--- src/rtl/alu16_issue_stage_pkg.sv ---
// Shared definitions for the ALU16 issue stage.
//   - ALU16 op encodings (0..11; 12..15 are outside the ALU16 op set)
//   - issue FSM state codes
//   - command word layout {op[3:0], dir, a[DATA_W-1:0], b[DATA_W-1:0]}
//   - decode helpers used when a command is loaded into the ALU16 registers
package alu16_issue_stage_pkg;

  localparam logic [3:0] OP_ADD = 4'd0;
  localparam logic [3:0] OP_SUB = 4'd1;
  localparam logic [3:0] OP_SHL = 4'd2;
  localparam logic [3:0] OP_ASH = 4'd3;
  localparam logic [3:0] OP_LSH = 4'd4;
  localparam logic [3:0] OP_ROL = 4'd5;
  localparam logic [3:0] OP_ROR = 4'd6;
  localparam logic [3:0] OP_MUL = 4'd7;
  localparam logic [3:0] OP_AND = 4'd8;
  localparam logic [3:0] OP_OR  = 4'd9;
  localparam logic [3:0] OP_NOT = 4'd10;
  localparam logic [3:0] OP_XOR = 4'd11;

  localparam int OP_W = 4;

  typedef enum logic [1:0] {
    ST_IDLE = 2'd0,
    ST_EXEC = 2'd1,
    ST_DONE = 2'd2
  } state_t;

  // Width of one queued command word for a given operand width.
  function automatic int cmd_w(input int data_w);
    return OP_W + 1 + 2 * data_w;
  endfunction

  function automatic logic dec_sub(input logic [3:0] op);
    return (op == OP_SUB);
  endfunction

  // The direction bit only steers the shifter for the three shift ops.
  function automatic logic dec_shift_dir(input logic [3:0] op, input logic dir);
    return ((op == OP_SHL) || (op == OP_ASH) || (op == OP_LSH)) ? dir : 1'b0;
  endfunction

  // Rotator direction is implied by the op itself: ROL=1, ROR (and all others)=0.
  function automatic logic dec_rot_dir(input logic [3:0] op);
    return (op == OP_ROL);
  endfunction

  function automatic logic is_illegal(input logic [3:0] op);
    return (op > OP_XOR);
  endfunction

endpackage

--- src/rtl/alu16_cmd_fifo.sv ---
// Synchronous command FIFO for the ALU16 issue stage.
// Ports:
//   clk, rst_n          clock, asynchronous active-low reset (empties the FIFO)
//   i_push, i_din       write strobe and command word (ignored when full)
//   i_pop, o_dout       read strobe (ignored when empty) and head-of-queue word
//   o_full, o_empty     occupancy flags
//   o_level             number of queued entries, 0..FIFO_DEPTH
// Pointers carry one extra wrap bit so full and empty are distinguishable.
module alu16_cmd_fifo
  import alu16_issue_stage_pkg::*;
#(
  parameter int DATA_W     = 16,
  parameter int FIFO_DEPTH = 4
) (
  input  logic                          clk,
  input  logic                          rst_n,
  input  logic                          i_push,
  input  logic [cmd_w(DATA_W)-1:0]      i_din,
  input  logic                          i_pop,
  output logic [cmd_w(DATA_W)-1:0]      o_dout,
  output logic                          o_full,
  output logic                          o_empty,
  output logic [$clog2(FIFO_DEPTH):0]   o_level
);

  localparam int CMD_W = cmd_w(DATA_W);
  localparam int AW    = $clog2(FIFO_DEPTH);

  logic [CMD_W-1:0] r_mem [FIFO_DEPTH];
  logic [AW:0]      r_wr_ptr;
  logic [AW:0]      r_rd_ptr;
  logic             w_do_push;
  logic             w_do_pop;

  assign o_empty   = (r_wr_ptr == r_rd_ptr);
  assign o_full    = (r_wr_ptr[AW] != r_rd_ptr[AW]) &&
                     (r_wr_ptr[AW-1:0] == r_rd_ptr[AW-1:0]);
  assign o_level   = r_wr_ptr - r_rd_ptr;
  assign o_dout    = r_mem[r_rd_ptr[AW-1:0]];
  assign w_do_push = i_push && !o_full;
  assign w_do_pop  = i_pop && !o_empty;

  always_ff @(posedge clk or negedge rst_n) begin
    if (!rst_n) begin
      r_wr_ptr <= '0;
      r_rd_ptr <= '0;
    end else begin
      if (w_do_push) r_wr_ptr <= r_wr_ptr + {{AW{1'b0}}, 1'b1};
      if (w_do_pop)  r_rd_ptr <= r_rd_ptr + {{AW{1'b0}}, 1'b1};
    end
  end

  // Storage needs no reset: an entry is only read after it has been written.
  always_ff @(posedge clk) begin
    if (w_do_push) r_mem[r_wr_ptr[AW-1:0]] <= i_din;
  end

endmodule

--- src/rtl/alu16_issue_stage.sv ---
// Issue stage in front of the combinational ALU16.
// Commands arrive on a valid/ready port, queue in alu16_cmd_fifo, are issued
// one at a time on registered alu_* outputs, and the ALU16 result/cc is
// captured and returned in order on a valid/ready result port.
// Ports:
//   clk, rst_n                      clock, asynchronous active-low reset
//   cmd_valid/cmd_ready             command handshake (cmd_ready = FIFO not full)
//   cmd_op, cmd_dir, cmd_a, cmd_b   command fields
//   alu_valA/valB/aluop/sub/shift_Dir/rot_Dir   registered ALU16 controls
//   alu_result, alu_cc              combinational ALU16 outputs
//   res_valid/res_ready             result handshake
//   res_data, res_cc, res_err       captured result, cc, illegal-op flag
//   fifo_level                      queued command count
// Build option: define ALU16_ISSUE_ILLEGAL_OP_EN to intercept ops 12..15 and
// return res_data=0, res_cc=0, res_err=1 for them instead of issuing them.
module alu16_issue_stage
  import alu16_issue_stage_pkg::*;
#(
  parameter int DATA_W     = 16,
  parameter int FIFO_DEPTH = 4
) (
  input  logic                         clk,
  input  logic                         rst_n,
  input  logic                         cmd_valid,
  output logic                         cmd_ready,
  input  logic [3:0]                   cmd_op,
  input  logic                         cmd_dir,
  input  logic [DATA_W-1:0]            cmd_a,
  input  logic [DATA_W-1:0]            cmd_b,
  output logic [DATA_W-1:0]            alu_valA,
  output logic [DATA_W-1:0]            alu_valB,
  output logic [3:0]                   alu_aluop,
  output logic                         alu_sub,
  output logic                         alu_shift_Dir,
  output logic                         alu_rot_Dir,
  input  logic [DATA_W-1:0]            alu_result,
  input  logic [3:0]                   alu_cc,
  output logic                         res_valid,
  input  logic                         res_ready,
  output logic [DATA_W-1:0]            res_data,
  output logic [3:0]                   res_cc,
  output logic                         res_err,
  output logic [$clog2(FIFO_DEPTH):0]  fifo_level
);

  localparam int CMD_W = cmd_w(DATA_W);

  state_t              r_state;
  state_t              w_state_nxt;
  logic                w_full;
  logic                w_empty;
  logic [CMD_W-1:0]    w_head;
  logic [3:0]          w_head_op;
  logic                w_head_dir;
  logic [DATA_W-1:0]   w_head_a;
  logic [DATA_W-1:0]   w_head_b;
  logic                w_head_illegal;
  logic                w_pop;
  logic                w_load;
  logic                w_err_load;
  logic                w_capture;
  logic                w_release;

  logic [DATA_W-1:0]   r_alu_valA;
  logic [DATA_W-1:0]   r_alu_valB;
  logic [3:0]          r_alu_aluop;
  logic                r_alu_sub;
  logic                r_alu_shift_dir;
  logic                r_alu_rot_dir;
  logic                r_res_valid;
  logic [DATA_W-1:0]   r_res_data;
  logic [3:0]          r_res_cc;

  // ---- command queue ----
  alu16_cmd_fifo #(
    .DATA_W     (DATA_W),
    .FIFO_DEPTH (FIFO_DEPTH)
  ) u_fifo (
    .clk     (clk),
    .rst_n   (rst_n),
    .i_push  (cmd_valid),
    .i_din   ({cmd_op, cmd_dir, cmd_a, cmd_b}),
    .i_pop   (w_pop),
    .o_dout  (w_head),
    .o_full  (w_full),
    .o_empty (w_empty),
    .o_level (fifo_level)
  );

  assign cmd_ready  = !w_full;
  assign w_head_op  = w_head[CMD_W-1 -: OP_W];
  assign w_head_dir = w_head[2*DATA_W];
  assign w_head_a   = w_head[2*DATA_W-1 -: DATA_W];
  assign w_head_b   = w_head[DATA_W-1:0];

`ifdef ALU16_ISSUE_ILLEGAL_OP_EN
  assign w_head_illegal = is_illegal(w_head_op);
`else
  assign w_head_illegal = 1'b0;
`endif

  // ---- issue FSM: state register ----
  always_ff @(posedge clk or negedge rst_n) begin
    if (!rst_n) r_state <= ST_IDLE;
    else        r_state <= w_state_nxt;
  end

  // ---- issue FSM: next state ----
  always_comb begin
    w_state_nxt = r_state;
    case (r_state)
      ST_IDLE: if (!w_empty) w_state_nxt = w_head_illegal ? ST_DONE : ST_EXEC;
      ST_EXEC: w_state_nxt = ST_DONE;
      ST_DONE: begin
        if (res_ready) begin
          if (w_empty)             w_state_nxt = ST_IDLE;
          else if (w_head_illegal) w_state_nxt = ST_DONE;
          else                     w_state_nxt = ST_EXEC;
        end
      end
      default: w_state_nxt = ST_IDLE;
    endcase
  end

  // ---- issue FSM: control strobes ----
  // A handed-off result always drops res_valid, even when the next command
  // issues in the same edge, so no result is ever presented twice.
  always_comb begin
    w_pop      = 1'b0;
    w_capture  = 1'b0;
    w_release  = 1'b0;
    case (r_state)
      ST_IDLE: w_pop = !w_empty;
      ST_EXEC: w_capture = 1'b1;
      ST_DONE: begin
        w_release = res_ready;
        w_pop     = res_ready && !w_empty;
      end
      default: ;
    endcase
    w_load     = w_pop && !w_head_illegal;
    w_err_load = w_pop && w_head_illegal;
  end

  // ---- issue registers (hold between commands) ----
  always_ff @(posedge clk or negedge rst_n) begin
    if (!rst_n) begin
      r_alu_valA      <= '0;
      r_alu_valB      <= '0;
      r_alu_aluop     <= '0;
      r_alu_sub       <= 1'b0;
      r_alu_shift_dir <= 1'b0;
      r_alu_rot_dir   <= 1'b0;
    end else if (w_load) begin
      r_alu_valA      <= w_head_a;
      r_alu_valB      <= w_head_b;
      r_alu_aluop     <= w_head_op;
      r_alu_sub       <= dec_sub(w_head_op);
      r_alu_shift_dir <= dec_shift_dir(w_head_op, w_head_dir);
      r_alu_rot_dir   <= dec_rot_dir(w_head_op);
    end
  end

  // ---- result capture ----
  always_ff @(posedge clk or negedge rst_n) begin
    if (!rst_n) begin
      r_res_valid <= 1'b0;
      r_res_data  <= '0;
      r_res_cc    <= '0;
    end else begin
      if (w_capture || w_err_load) r_res_valid <= 1'b1;
      else if (w_release)          r_res_valid <= 1'b0;
      if (w_capture) begin
        r_res_data <= alu_result;
        r_res_cc   <= alu_cc;
      end else if (w_err_load) begin
        r_res_data <= '0;
        r_res_cc   <= '0;
      end
    end
  end

`ifdef ALU16_ISSUE_ILLEGAL_OP_EN
  logic r_res_err;
  always_ff @(posedge clk or negedge rst_n) begin
    if (!rst_n)          r_res_err <= 1'b0;
    else if (w_err_load) r_res_err <= 1'b1;
    else if (w_capture)  r_res_err <= 1'b0;
  end
  assign res_err = r_res_err;
`else
  assign res_err = 1'b0;
`endif

  assign alu_valA      = r_alu_valA;
  assign alu_valB      = r_alu_valB;
  assign alu_aluop     = r_alu_aluop;
  assign alu_sub       = r_alu_sub;
  assign alu_shift_Dir = r_alu_shift_dir;
  assign alu_rot_Dir   = r_alu_rot_dir;
  assign res_valid     = r_res_valid;
  assign res_data      = r_res_data;
  assign res_cc        = r_res_cc;

endmodule
--- config.mk ---
export PLATFORM = sky130hd
export DESIGN_NAME = alu16_issue_stage
export DESIGN_NICKNAME = d
export VERILOG_FILES = /design/src/rtl/alu16_issue_stage_pkg.sv /design/src/rtl/alu16_cmd_fifo.sv /design/src/rtl/alu16_issue_stage.sv
export SDC_FILE = /design/constraint.sdc
export NUM_CORES = 1
export LEC_CHECK = 0
export CAP_MARGIN = 20
export CELL_PAD_IN_SITES_DETAIL_PLACEMENT = 1
export CELL_PAD_IN_SITES_GLOBAL_PLACEMENT = 2
export CORE_AREA = 2 2 119 179
export DETAILED_ROUTE_END_ITERATION = 10
export DIE_AREA = 0 0 121 181
export PLACE_DENSITY_LB_ADDON = 0.15
export SYNTH_ARGS = -nofsm -noshare
export SYNTH_HDL_FRONTEND = slang
export SYNTH_HIERARCHICAL = 1
export SYNTH_SLANG_ARGS = --single-unit
--- constraint.sdc ---
create_clock -name clk -period 3.62 [get_ports clk]
set_clock_uncertainty 0.2 [all_clocks]
set_input_delay 0.724 -clock clk [delete_from_list [all_inputs] [get_ports clk]]
set_output_delay 0.724 -clock clk [all_outputs]
set_load 0.03 [all_outputs]
==> flow_metrics.py <==
metrics = {
    "status": {
        "outcome": "complete, no violations",
    },
    "yosys": {
        "synthTopCellsByArea": "edfxtp_1 (54%), dfrtp_1 (21%), mux4_2 (10%)",
        "seq_area_frac_synth": 0.7486,
        "ys_seq_elements": 216,
        "ys_types": 34,
        "syn-cell-area_sq_mm": 0.008210,
        "ys_async_sr_fraction": 0.3148,
        "synth_top_area_frac": 0.5413,
        "ys_warn_count": 6,
        "syn_nets": 453,
        "yosys_most_used_dff": "edfxtp_1",
        "synth_edf_count": 148,
        "syn_avg_cell_area_sq_um": 21.38,
        "syn-instance-count": 384,
        "yosysTopAreaCell": "edfxtp_1",
    },
    "timing": {
        "relSlewSlack": 0.3769,
        "min_period_ps": 3369,
        "drv_slew": 0,
        "finalHoldViolations": 0,
        "final.setup.tns_ps": 0,
        "grt_setup_unrepaired": "no",
        "timing.final.crit_share": 0.9307,
        "max_clock_freq_ghz": 0.2968,
        "setup_viol": 0,
        "tightest_slew_ps": 934.7,
    },
    "layout": {
        "drive_above_1_share": 0.2770,
        "area_delta_synth_final_pct": 26.76,
        "diodes": 0,
        "fin_nets": 593,
        "final_cell_area_sq_mm": 0.01041,
        "fin_util": 0.5137,
    },
    "setup_path": {
        "cpPeakStageDelay_ps": 690,
        "worst-path-max-fanout": 4,
        "crit_chain": "inv_1 > ha_1 > inv_1 > fa_1 > xnor2_1 > clkdlybuf4s50_1",
        "path_common_cell": "inv_1",
        "cp-start-kind": "flop",
        "cp_slowest_cell": "clkdlybuf4s50_1",
        "r2r_slack_ps": 910,
        "end_kind": "primary output",
        "crit_required_ps": 2700,
        "path_class": "reg -> out",
        "arrival_ps": 2450,
    },
    "routing": {
        "ant_nets": 0,
        "via_per_inst": 5.021,
        "drt_iter0_drc": 141,
        "wire_per_inst_microns": 20.08,
        "drc": 0,
        "vias": 4027,
        "detail_route.wirelength_microns": 16110,
        "drt_pass1_iterations": 5,
    },
    "floorplanning": {
        "core_area_sq_mm": 0.02026,
        "initial_core_util": 0.4053,
        "rows": 64,
        "die_h_microns": 181,
        "die_w_microns": 121,
        "ios": 126,
        "dieArea_sq_mm": 0.02190,
    },
    "placed_design": {
        "dpl.hpwl_microns": 10060,
        "gp_congestion": 0.6955,
        "placed_area_sq_mm": 0.009741,
        "portBuffers": 124,
    },
    "clock_tree": {
        "cts_resized": 0,
        "cts.hold.buffers_added": 0,
        "post_cts_buffers": 0,
        "cts_sinks": 216,
        "cts_buffers": 21,
        "clockRootBuffer": "clkbuf_16",
        "cts_tree": "done",
        "htree_levels": 1,
        "clkTransAtPathRegs_ps": 60,
        "clock_path_buffers": 3,
        "worstSkewPairLatency_ps": 480,
    },
    "power": {
        "comb_power_share": 0.415,
        "powerDensity_mw_per_mm2": 965.9,
        "p_leak_nw": 3.734,
        "peakVddDrop_mv": 0.4943,
        "pwr-share-seq": 0.375,
        "switching_share": 0.3347,
        "p_int_mw": 6.688,
        "p_total_mw": 10.05,
        "power_frac_clock": 0.210,
        "power.switching_mw": 3.365,
    },
    "run": {
        "cap_viol_max_count": 0,
    },
    "global_routing": {
        "grt_max_degree": 69,
        "grt_pass1_wl_microns": 25450,
        "grt_pass1_vias": 4545,
        "grt-ovfl-total": 0,
        "grtUsageTotal": 0.1515,
        "antenna_found_initial": 0,
    },
    "hold_path": {
        "hp-class": "in -> async",
    },
}
==> logic make-up (layout without fill, tap and decap cells) <==
kind of cell / Yosys count / after routing / synth area share
xor gates and xnor gates: 4 / 4 / 0.005182
buffers and inverters: 27 / 181 / 0.02149
and+or+nand+nor: 20 / 20 / 0.01615
DFF: 216 / 216 / 0.7486
other: 1 / 1 / 0.0004567
AOI/OAI and AO/OA: 8 / 8 / 0.006553
muxes: 100 / 100 / 0.1885
adders and majority gates: 8 / 8 / 0.01311
==> cells in the mapped netlist (2+ instances only) <==
| library cell | instances |
|---|---|
| edfxtp_1 | 148 |
| inv_1 | 12 |
| nand2_1 | 5 |
| o21ai_0 | 3 |
| mux2_4 | 2 |
| buf_2 | 3 |
| mux4_2 | 37 |
| mux2i_1 | 2 |
| dfrtp_1 | 68 |
| mux2_2 | 59 |
| xnor2_1 | 3 |
| nor2_1 | 3 |
| and3_1 | 4 |
| buf_6 | 9 |
| ha_1 | 7 |
==> metrics by stage <==
stage               hold slack, ps  std cells  setup WS (ps)
finish                       190.4        802          250.9
global route                 254.1        802          101.8
CTS                          221.1        802          201.1
detailed placement           290.8        765          726.6
global placement             275.9        765          748.1
floorplan                    228.4        384          756.8
==> state kept, by name (all words and copies together), names as in the netlist <==
name and count:
u_fifo/r_wr_ptr 3, alu_shift_Dir 1, res_cc 4, alu_sub 1, u_fifo/r_rd_ptr 3, alu_valA 16, res_data 16, u_fifo/r_mem 148
alu_aluop 4, alu_valB 16, alu_rot_Dir 1, r_state 2, res_valid 1
==> layer usage <==
metal,track usage,vias to the layer above,share of wire
met5,0,-,0
met4,0.04093,0,0.021
met3,0.03157,24,0.059
met2,0.2739,118,0.53
met1,0.1812,2105,0.39
li1,-,1780,-
==> cell type report <==
cell class                 count  area (sq um)
clock inverter                 9         95.09
tap                          264         330.3
timing repair buffer         132          1324
sequential                   216          6148
multi-input combinational    141          1893
fill                        1836          9852
inverter                      12         45.04
clock buffer                  28         571.8
==> critical path: cells and delay by family, from the launching register on <==
family	cells	cell delay, ps
adders and majority gates	2	520
xor gates and xnor gates	1	160
DFF	1	420
buffers and inverters	3	860
==> path summary, 6_finish.rpt <==
kind,startpoint,endpoint,cells after the start
max reg2reg,u_fifo/r_wr_ptr[0],u_fifo/r_rd_ptr[1],9
min reg2reg,res_data[7],res_data[7],1
min,rst_n,alu_valB[2],1
max,u_fifo/r_wr_ptr[0],fifo_level[2],6
min in group clk,res_data[7],res_data[7],1
max in group asynchronous,rst_n,u_fifo/r_rd_ptr[0],1
==> placed cells by master, fill, tap and decap left out, types with 7 or more instances in the layout <==
cell,count
ha_1,7
edfxtp_1,148
inv_1,12
buf_4,7
clkbuf_16,21
clkdlybuf4s50_1,123
mux4_2,37
dfrtp_1,66
mux2_2,59
==> power by group through the flow <==
stage	Sequential (mW)	Clock, mW	Combinational [mW]
2_1_floorplan	4.45	0	2.22
3_3_place_gp	3.78	0	4.21
3_5_place_dp	3.83	0	4.25
4_1_cts	3.78	2.18	4.27
5_1_grt	3.86	2.27	4.49
6_report	3.77	2.12	4.17
Power figures use the tool's default switching activity.
